$ cat config.mk
export PLATFORM = sky130hd
export DESIGN_NAME = spi_cfg_sequencer_flat
export DESIGN_NICKNAME = d
export VERILOG_FILES = /design/src/rtl/spi_cfg_sequencer_pkg.sv /design/src/rtl/spi_cfg_sequencer_if.sv /design/src/rtl/spi_cfg_sequencer_fifo.sv /design/src/rtl/spi_cfg_sequencer.sv /design/src/flat_wrapper.sv
export SDC_FILE = /design/constraint.sdc
export NUM_CORES = 1
export LEC_CHECK = 0
export CAP_MARGIN = 20
export CORE_AREA = 2 2 95 97
export DETAILED_ROUTE_END_ITERATION = 10
export DIE_AREA = 0 0 97 99
export PLACE_DENSITY = 0.69
export SETUP_SLACK_MARGIN = 0.02
export SYNTH_ARGS = -nofsm -noshare
export SYNTH_HDL_FRONTEND = slang
export SYNTH_SLANG_ARGS = --single-unit
$ cat constraint.sdc
create_clock -name clk -period 2.7 [get_ports clk]
set_input_delay 0.54 -clock clk [delete_from_list [all_inputs] [get_ports clk]]
set_output_delay 0.54 -clock clk [all_outputs]
set_load 0.02 [all_outputs]
$ cat src/rtl/spi_cfg_sequencer_pkg.sv
// Shared types and constants for the SPI configuration sequencer.
// Contents: FSM state enum, SPI frame geometry, request payload struct and a
// helper that builds a write frame from a request.
package spi_cfg_pkg;

  localparam int unsigned SPI_FRAME_W   = 16;
  localparam int unsigned SPI_WRITE_BIT = 15;
  localparam int unsigned ADDR_W        = 7;
  localparam int unsigned DATA_W        = 8;

  typedef enum logic [2:0] {
    ST_IDLE  = 3'd0,
    ST_SETUP = 3'd1,
    ST_SHIFT = 3'd2,
    ST_HOLD  = 3'd3,
    ST_GAP   = 3'd4
  } state_e;

  // Buffered register-write request, addr in the upper bits.
  typedef struct packed {
    logic [ADDR_W-1:0] addr;
    logic [DATA_W-1:0] data;
  } cfg_req_t;

  // Write frame: write flag in the MSB, then addr, then data.
  function automatic logic [SPI_FRAME_W-1:0] make_frame(cfg_req_t r);
    logic [SPI_FRAME_W-1:0] f;
    f = {1'b0, r};
    f[SPI_WRITE_BIT] = 1'b1;
    return f;
  endfunction

endpackage

$ cat src/rtl/spi_cfg_sequencer_if.sv
// Request/status interface of the SPI configuration sequencer.
// Signals: req_valid/req_ready handshake with req_addr/req_data payload,
// busy level, done and err pulses. master = requester, slave = sequencer.
interface spi_cfg_if;
  import spi_cfg_pkg::*;

  logic              req_valid;
  logic              req_ready;
  logic [ADDR_W-1:0] req_addr;
  logic [DATA_W-1:0] req_data;
  logic              busy;
  logic              done;
  logic              err;

  modport master (
    output req_valid, req_addr, req_data,
    input  req_ready, busy, done, err
  );

  modport slave (
    input  req_valid, req_addr, req_data,
    output req_ready, busy, done, err
  );

endinterface

$ cat src/rtl/spi_cfg_sequencer_fifo.sv
// Synchronous request FIFO with wrap-bit pointers for full/empty detection.
// Ports: clk, rst_n (async active-low), push/din write side, pop/dout read
// side (dout shows the head combinationally), full, empty.
module cfg_fifo #(
  parameter int unsigned WIDTH = 15,
  parameter int unsigned DEPTH = 4
) (
  input  logic             clk,
  input  logic             rst_n,
  input  logic             push,
  input  logic             pop,
  input  logic [WIDTH-1:0] din,
  output logic [WIDTH-1:0] dout,
  output logic             full,
  output logic             empty
);

  localparam int unsigned AW = $clog2(DEPTH);
  localparam int unsigned PW = AW + 1;

  logic [PW-1:0]    wr_ptr_q, wr_ptr_d;
  logic [PW-1:0]    rd_ptr_q, rd_ptr_d;
  logic [WIDTH-1:0] mem_q [DEPTH];
  logic             do_push;
  logic             do_pop;

  assign do_push = push && !full;
  assign do_pop  = pop && !empty;

  // Same index with differing wrap bits means the write side lapped the read side.
  assign empty = (wr_ptr_q == rd_ptr_q);
  assign full  = (wr_ptr_q[AW] != rd_ptr_q[AW]) &&
                 (wr_ptr_q[AW-1:0] == rd_ptr_q[AW-1:0]);
  assign dout  = mem_q[rd_ptr_q[AW-1:0]];

  // Pointer advance.
  always_comb begin
    wr_ptr_d = wr_ptr_q;
    rd_ptr_d = rd_ptr_q;
    if (do_push) wr_ptr_d = wr_ptr_q + PW'(1);
    if (do_pop)  rd_ptr_d = rd_ptr_q + PW'(1);
  end

  // Pointer registers.
  always_ff @(posedge clk or negedge rst_n) begin
    if (!rst_n) begin
      wr_ptr_q <= '0;
      rd_ptr_q <= '0;
    end else begin
      wr_ptr_q <= wr_ptr_d;
      rd_ptr_q <= rd_ptr_d;
    end
  end

  // Storage; contents are don't-care until written.
  always_ff @(posedge clk) begin
    if (do_push) mem_q[wr_ptr_q[AW-1:0]] <= din;
  end

endmodule

$ cat src/rtl/spi_cfg_sequencer.sv
// SPI controller that serialises buffered register writes to a slow SPI
// peripheral as 16-bit mode-0 write frames, MSB first.
// Ports: clk, rst_n (async active-low), req (spi_cfg_if.slave: request
// handshake, busy, done, err), SCLK/COPI/nCS SPI pins.
module spi_cfg_sequencer
  import spi_cfg_pkg::*;
#(
  parameter int unsigned CLK_DIV    = 4,
  parameter int unsigned CS_SETUP   = 8,
  parameter int unsigned GAP_CYCLES = 8,
  parameter int unsigned FIFO_DEPTH = 4,
  parameter int unsigned MAX_ADDR   = 4
) (
  input  logic       clk,
  input  logic       rst_n,
  spi_cfg_if.slave   req,
  output logic       SCLK,
  output logic       COPI,
  output logic       nCS
);

  localparam int unsigned HALF2   = 2 * CLK_DIV;
  localparam int unsigned TMR_A   = (CS_SETUP > HALF2) ? CS_SETUP : HALF2;
  localparam int unsigned TMR_MAX = (TMR_A > GAP_CYCLES) ? TMR_A : GAP_CYCLES;
  localparam int unsigned TMR_W   = $clog2(TMR_MAX);
  localparam int unsigned BIT_W   = $clog2(SPI_FRAME_W);
  localparam int unsigned REQ_W   = $bits(cfg_req_t);

  state_e                 state_q, state_d;
  logic [TMR_W-1:0]       cnt_q, cnt_d;
  logic [BIT_W-1:0]       bit_q, bit_d;
  logic [SPI_FRAME_W-1:0] sr_q, sr_d;
  logic                   sclk_q, sclk_d;
  logic                   copi_q, copi_d;
  logic                   ncs_q, ncs_d;
  logic                   done_q, done_d;
  logic                   err_q, err_d;

  logic                   accept;
  logic                   addr_bad;
  logic                   fifo_push;
  logic                   fifo_pop;
  logic                   fifo_full;
  logic                   fifo_empty;
  cfg_req_t               fifo_din;
  cfg_req_t               fifo_dout;

  // Out-of-range requests are consumed but never buffered.
  assign accept    = req.req_valid && !fifo_full;
  assign addr_bad  = req.req_addr > ADDR_W'(MAX_ADDR);
  assign fifo_push = accept && !addr_bad;
  assign fifo_din  = {req.req_addr, req.req_data};

  cfg_fifo #(
    .WIDTH (REQ_W),
    .DEPTH (FIFO_DEPTH)
  ) u_fifo (
    .clk   (clk),
    .rst_n (rst_n),
    .push  (fifo_push),
    .pop   (fifo_pop),
    .din   (fifo_din),
    .dout  (fifo_dout),
    .full  (fifo_full),
    .empty (fifo_empty)
  );

  // Next-state, counters, shift register and next output values.
  always_comb begin
    state_d  = state_q;
    cnt_d    = cnt_q;
    bit_d    = bit_q;
    sr_d     = sr_q;
    fifo_pop = 1'b0;

    unique case (state_q)
      ST_IDLE: begin
        if (!fifo_empty) begin
          fifo_pop = 1'b1;
          sr_d     = make_frame(fifo_dout);
          bit_d    = BIT_W'(SPI_FRAME_W - 1);
          cnt_d    = '0;
          state_d  = ST_SETUP;
        end
      end
      ST_SETUP: begin
        if (cnt_q == TMR_W'(CS_SETUP - 1)) begin
          cnt_d   = '0;
          state_d = ST_SHIFT;
        end else begin
          cnt_d = cnt_q + TMR_W'(1);
        end
      end
      ST_SHIFT: begin
        // cnt counts one SCLK period; the next bit is presented as SCLK falls.
        if (cnt_q == TMR_W'(HALF2 - 1)) begin
          cnt_d = '0;
          sr_d  = {sr_q[SPI_FRAME_W-2:0], 1'b0};
          bit_d = bit_q - BIT_W'(1);
          if (bit_q == '0) state_d = ST_HOLD;
        end else begin
          cnt_d = cnt_q + TMR_W'(1);
        end
      end
      ST_HOLD: begin
        if (cnt_q == TMR_W'(CLK_DIV - 1)) begin
          cnt_d   = '0;
          state_d = ST_GAP;
        end else begin
          cnt_d = cnt_q + TMR_W'(1);
        end
      end
      ST_GAP: begin
        if (cnt_q == TMR_W'(GAP_CYCLES - 1)) begin
          cnt_d   = '0;
          state_d = ST_IDLE;
        end else begin
          cnt_d = cnt_q + TMR_W'(1);
        end
      end
      default: begin
        cnt_d   = '0;
        state_d = ST_IDLE;
      end
    endcase

    // Outputs are derived from the next state so they register alongside it.
    ncs_d  = !(state_d inside {ST_SETUP, ST_SHIFT, ST_HOLD});
    sclk_d = (state_d == ST_SHIFT) && (cnt_d >= TMR_W'(CLK_DIV));
    copi_d = ((state_d == ST_SETUP) || (state_d == ST_SHIFT)) &&
             sr_d[SPI_FRAME_W-1];
    done_d = (state_q == ST_HOLD) && (state_d == ST_GAP);
    err_d  = accept && addr_bad;
  end

  // State and registered outputs.
  always_ff @(posedge clk or negedge rst_n) begin
    if (!rst_n) begin
      state_q <= ST_IDLE;
      cnt_q   <= '0;
      bit_q   <= '0;
      sr_q    <= '0;
      sclk_q  <= 1'b0;
      copi_q  <= 1'b0;
      ncs_q   <= 1'b1;
      done_q  <= 1'b0;
      err_q   <= 1'b0;
    end else begin
      state_q <= state_d;
      cnt_q   <= cnt_d;
      bit_q   <= bit_d;
      sr_q    <= sr_d;
      sclk_q  <= sclk_d;
      copi_q  <= copi_d;
      ncs_q   <= ncs_d;
      done_q  <= done_d;
      err_q   <= err_d;
    end
  end

  assign SCLK          = sclk_q;
  assign COPI          = copi_q;
  assign nCS           = ncs_q;
  assign req.done      = done_q;
  assign req.err       = err_q;
  assign req.req_ready = !fifo_full;
  assign req.busy      = (state_q != ST_IDLE) || !fifo_empty;

endmodule

$ cat src/flat_wrapper.sv
// flat-port wrapper written by rule: the top's interface ports become plain ports
module spi_cfg_sequencer_flat import spi_cfg_pkg::*;
#(
  parameter int unsigned CLK_DIV    = 4,
  parameter int unsigned CS_SETUP   = 8,
  parameter int unsigned GAP_CYCLES = 8,
  parameter int unsigned FIFO_DEPTH = 4,
  parameter int unsigned MAX_ADDR   = 4
)
  (clk, rst_n, SCLK, COPI, nCS, req_req_valid, req_req_addr, req_req_data, req_req_ready, req_busy, req_done, req_err);
  spi_cfg_if req_i ();
  input  logic clk;
  input  logic rst_n;
  output logic SCLK;
  output logic COPI;
  output logic nCS;
  input wire logic [$bits(req_i.req_valid)-1:0] req_req_valid;
  input wire logic [$bits(req_i.req_addr)-1:0] req_req_addr;
  input wire logic [$bits(req_i.req_data)-1:0] req_req_data;
  output wire logic [$bits(req_i.req_ready)-1:0] req_req_ready;
  output wire logic [$bits(req_i.busy)-1:0] req_busy;
  output wire logic [$bits(req_i.done)-1:0] req_done;
  output wire logic [$bits(req_i.err)-1:0] req_err;
  assign req_i.req_valid = req_req_valid;
  assign req_i.req_addr = req_req_addr;
  assign req_i.req_data = req_req_data;
  assign req_req_ready = req_i.req_ready;
  assign req_busy = req_i.busy;
  assign req_done = req_i.done;
  assign req_err = req_i.err;
  spi_cfg_sequencer #(.CLK_DIV(CLK_DIV), .CS_SETUP(CS_SETUP), .GAP_CYCLES(GAP_CYCLES), .FIFO_DEPTH(FIFO_DEPTH), .MAX_ADDR(MAX_ADDR)) u_core (.clk(clk), .rst_n(rst_n), .req(req_i), .SCLK(SCLK), .COPI(COPI), .nCS(nCS));
endmodule
==> metrics <==
slowest CP cell=clkdlybuf4s50_1; TNS Setup=0 ns; Reg2Reg Setup Slack=0.70 ns; total power per unit cell area=around 600 nW/um^2; Post-Place Cells=between 400 and 500; hold buffers post-CTS=0; crit path launch type=flip-flop; clk sinks=97; share of cells above drive strength 1=0.214; Fillers=666; site row count=34; Layout Utilization=0.566; Top FF cell, synth=edfxtp_1; drt wl/cell=16.8 um; Period minus WS final=between 2 and 3 ns; worst slew pin tran=~0.84 ns; crit path from=u_core.u_fifo.wr_ptr_q[1]$_DFFE_PN0P_; H-tree Lvls=3; Hold Fails Final Rpt=0; clk_skew=~0.01 ns; peak supply drop=~0.42 mV; non-filler instance count after layout=between 400 and 500; Fmax=a little under 400 MHz; CP arrival=~2.0 ns; global router's overall resource usage=0.168; Inserted Diodes=0; max incr delay on CP=approximately 0.60 ns; worst-path fanout max=6; CTS Buf Count=9; vias in the first global route=2453; status=completed; Slew headroom=0.438; CTS root buf=clkbuf_8; HP Class=in2async; HPWL Detailed=around 5.2 mm; largest net degree at the start of global routing=38; drt via density=about 5.5; drt pass-1 iters=4; Post-synth EDFFs=60; Pwr Total=2.87 mW; I/O pin count=25; Avg Inst Size Synth=~15 um^2; Max-cap violations=0; library cells used by synthesis=48; syn_nets=about 320; RePlAce Congestion=between 0.8 and 0.9; Post-CTS Setup Repair Bufs=0; chip width=97 um; detailed-route via count=2379; Multi-input gate area=roughly 1400 um^2; FF+latch area=about 2700 um^2; Leakage=roughly 1.8 nW; Cell Chain, Critical Path=xor2_1, nor3_2, nand2_1, clkdlybuf4s50_1; RR Endpoint=u_core.sr_q[8]$_DFFE_PN0P_; DRC=0; Final #Nets=around 350; clk buf depth=2; RSZ-0062 raised after global routing=false; Die Y=slightly below 100 um; DR iter-0 viols=89; Yosys warnings=0; Reg clk slew, reported paths=0.10 ns; Yosys reg bits=a little under 100; sequential share of the synthesized area=0.645; Synth Cell Area=about 4200 um^2; R2R depth=4; Area Growth Syn to Fin=14.5%; initial antenna violation count=0; Worst Path Class, Setup=reg2out; Synth async-reset ratio=0.381; Final ANT Viol Nets=0; die area=between 9000 and 10000 um^2; Post-Route WL=about 7.3 mm; first-pass GRT wire length=~12 mm; Worst Setup End Kind=output pin; Slew Viols, Final=0; WHS=~0.28 ns; Skew-Pair Late Insertion Delay=between 0.3 and 0.4 ns; period utilization=0.948; Worst R2R Start=u_core.state_q[1]$_DFF_PN0_; CTS tree=built; Post-Synthesis Cells=approximately 290; core area=between 8000 and 9000 um^2; PostCTS Resize Cnt=0; worst path required time=2.16 ns; initial core utilization=0.495; final number of setup-violating endpoints=0; # port buffers=24; Remaining Overflow, GRT=0
-- critical path: cells and delay by family, from the launching register on --
kind                      cells  cell delay (ns)
buffers and inverters         1             0.60
DFF                           1             0.49
xor gates and xnor gates      1             0.36
and+or+nand+nor               2             0.21
-- layout make-up --
class	instances	area share
flip-flops and latches	97	0.564
multi-input cells	166	0.283
repair buffers	39	0.0744
well taps	108	0.0279
clock buffers	9	0.0256
clock inverters	7	0.0184
inverters	9	0.00698
-- flip-flops by register name, summed over array words and instances (netlist names) --
signal,cells
u_core.sr_q,16
u_core.SCLK,1
u_core.req.err,1
u_core.COPI,1
u_core.cnt_q,3
u_core.u_fifo.rd_ptr_q,3
u_core.req.done,1
u_core.bit_q,4
u_core.u_fifo.mem_q,60
u_core.state_q,3
u_core.u_fifo.wr_ptr_q,3
u_core.nCS,1
-- stage by stage --
step                cell area (um^2)  setup slack (ns)
finish                          4840             0.140
global route                    4840            0.0249
CTS                             4840            0.0435
detailed placement              4620             0.120
global placement                4620             0.266
floorplan                       4230             0.545
-- routing by layer --
metal / track usage / up-vias / wire length (um)
met5: 0 / - / 0
met4: 0.0520 / 0 / 77
met3: 0.0369 / 6 / 211
met2: 0.284 / 45 / 3670
met1: 0.220 / 1186 / 3370
li1: - / 1142 / -
-- how the worst max path moves through the flow --
stage,to,cells past startpoint,slack [ns]
floorplan,u_core.u_fifo.mem_q[3][0]$_DFFE_PP_,3,0.54
global placement,u_core.u_fifo.mem_q[0][7]$_DFFE_PP_,7,0.27
detailed placement,u_core.u_fifo.mem_q[0][8]$_DFFE_PP_,7,0.12
CTS,req_busy,4,0.04
global route,req_busy,4,0.02
finish,req_busy,4,0.14
-- power by group --
| group | switching [mW] | total, mW | internal [mW] |
|---|---|---|---|
| Clock | 0.542 | 0.996 | 0.454 |
| Combinational | 0.133 | 0.228 | 0.0954 |
| Sequential | 0.0385 | 1.65 | 1.61 |
-- cell usage after synthesis (all sizes together), types with 2 or more instances --
library cell	number	area share
nor2	19	0.017
mux4	15	0.080
ha	11	0.033
edfxtp	60	0.43
mux2i	2	0.0047
dfrtp	36	0.21
nor3	31	0.050
nor4	2	0.0030
nand2b	2	0.0047
inv	9	0.0080
nand3	10	0.012
a21oi	18	0.021
and2	3	0.0044
nand2	15	0.013
xor2	4	0.0083
o31ai	2	0.0059
o21ai	6	0.0071
nor3b	2	0.0047
a31oi	2	0.0065
buf	14	0.023
xnor2	7	0.014
-- cells in the final DEF, fill, tap and decap left out, drive strengths merged, types with 2 or more instances in the layout --
cell type	count
a21oi	18
a31oi	2
and2	3
buf	16
clkbuf	9
clkdlybuf4s50	23
dfrtp	36
edfxtp	60
ha	11
inv	14
mux2i	2
mux4	15
nand2	15
nand2b	2
nand3	10
nor2	19
nor3	31
nor3b	2
nor4	2
o21ai	6
o31ai	2
xnor2	7
xor2	4
-- cell families (layout without fill, tap and decap cells) --
group / after synthesis / count (layout) / share of synthesized area
flip-flops: 97 / 97 / 0.645
multiplexers: 18 / 18 / 0.0873
adder cells (fa/ha/maj): 11 / 11 / 0.0325
AND/OR/NAND/NOR: 92 / 92 / 0.126
XOR/XNOR: 11 / 11 / 0.0228
buffers and inverters: 24 / 64 / 0.0320
AO/OA/AOI/OAI: 34 / 34 / 0.0538
Note: power is estimated with default switching activity, not from simulation.
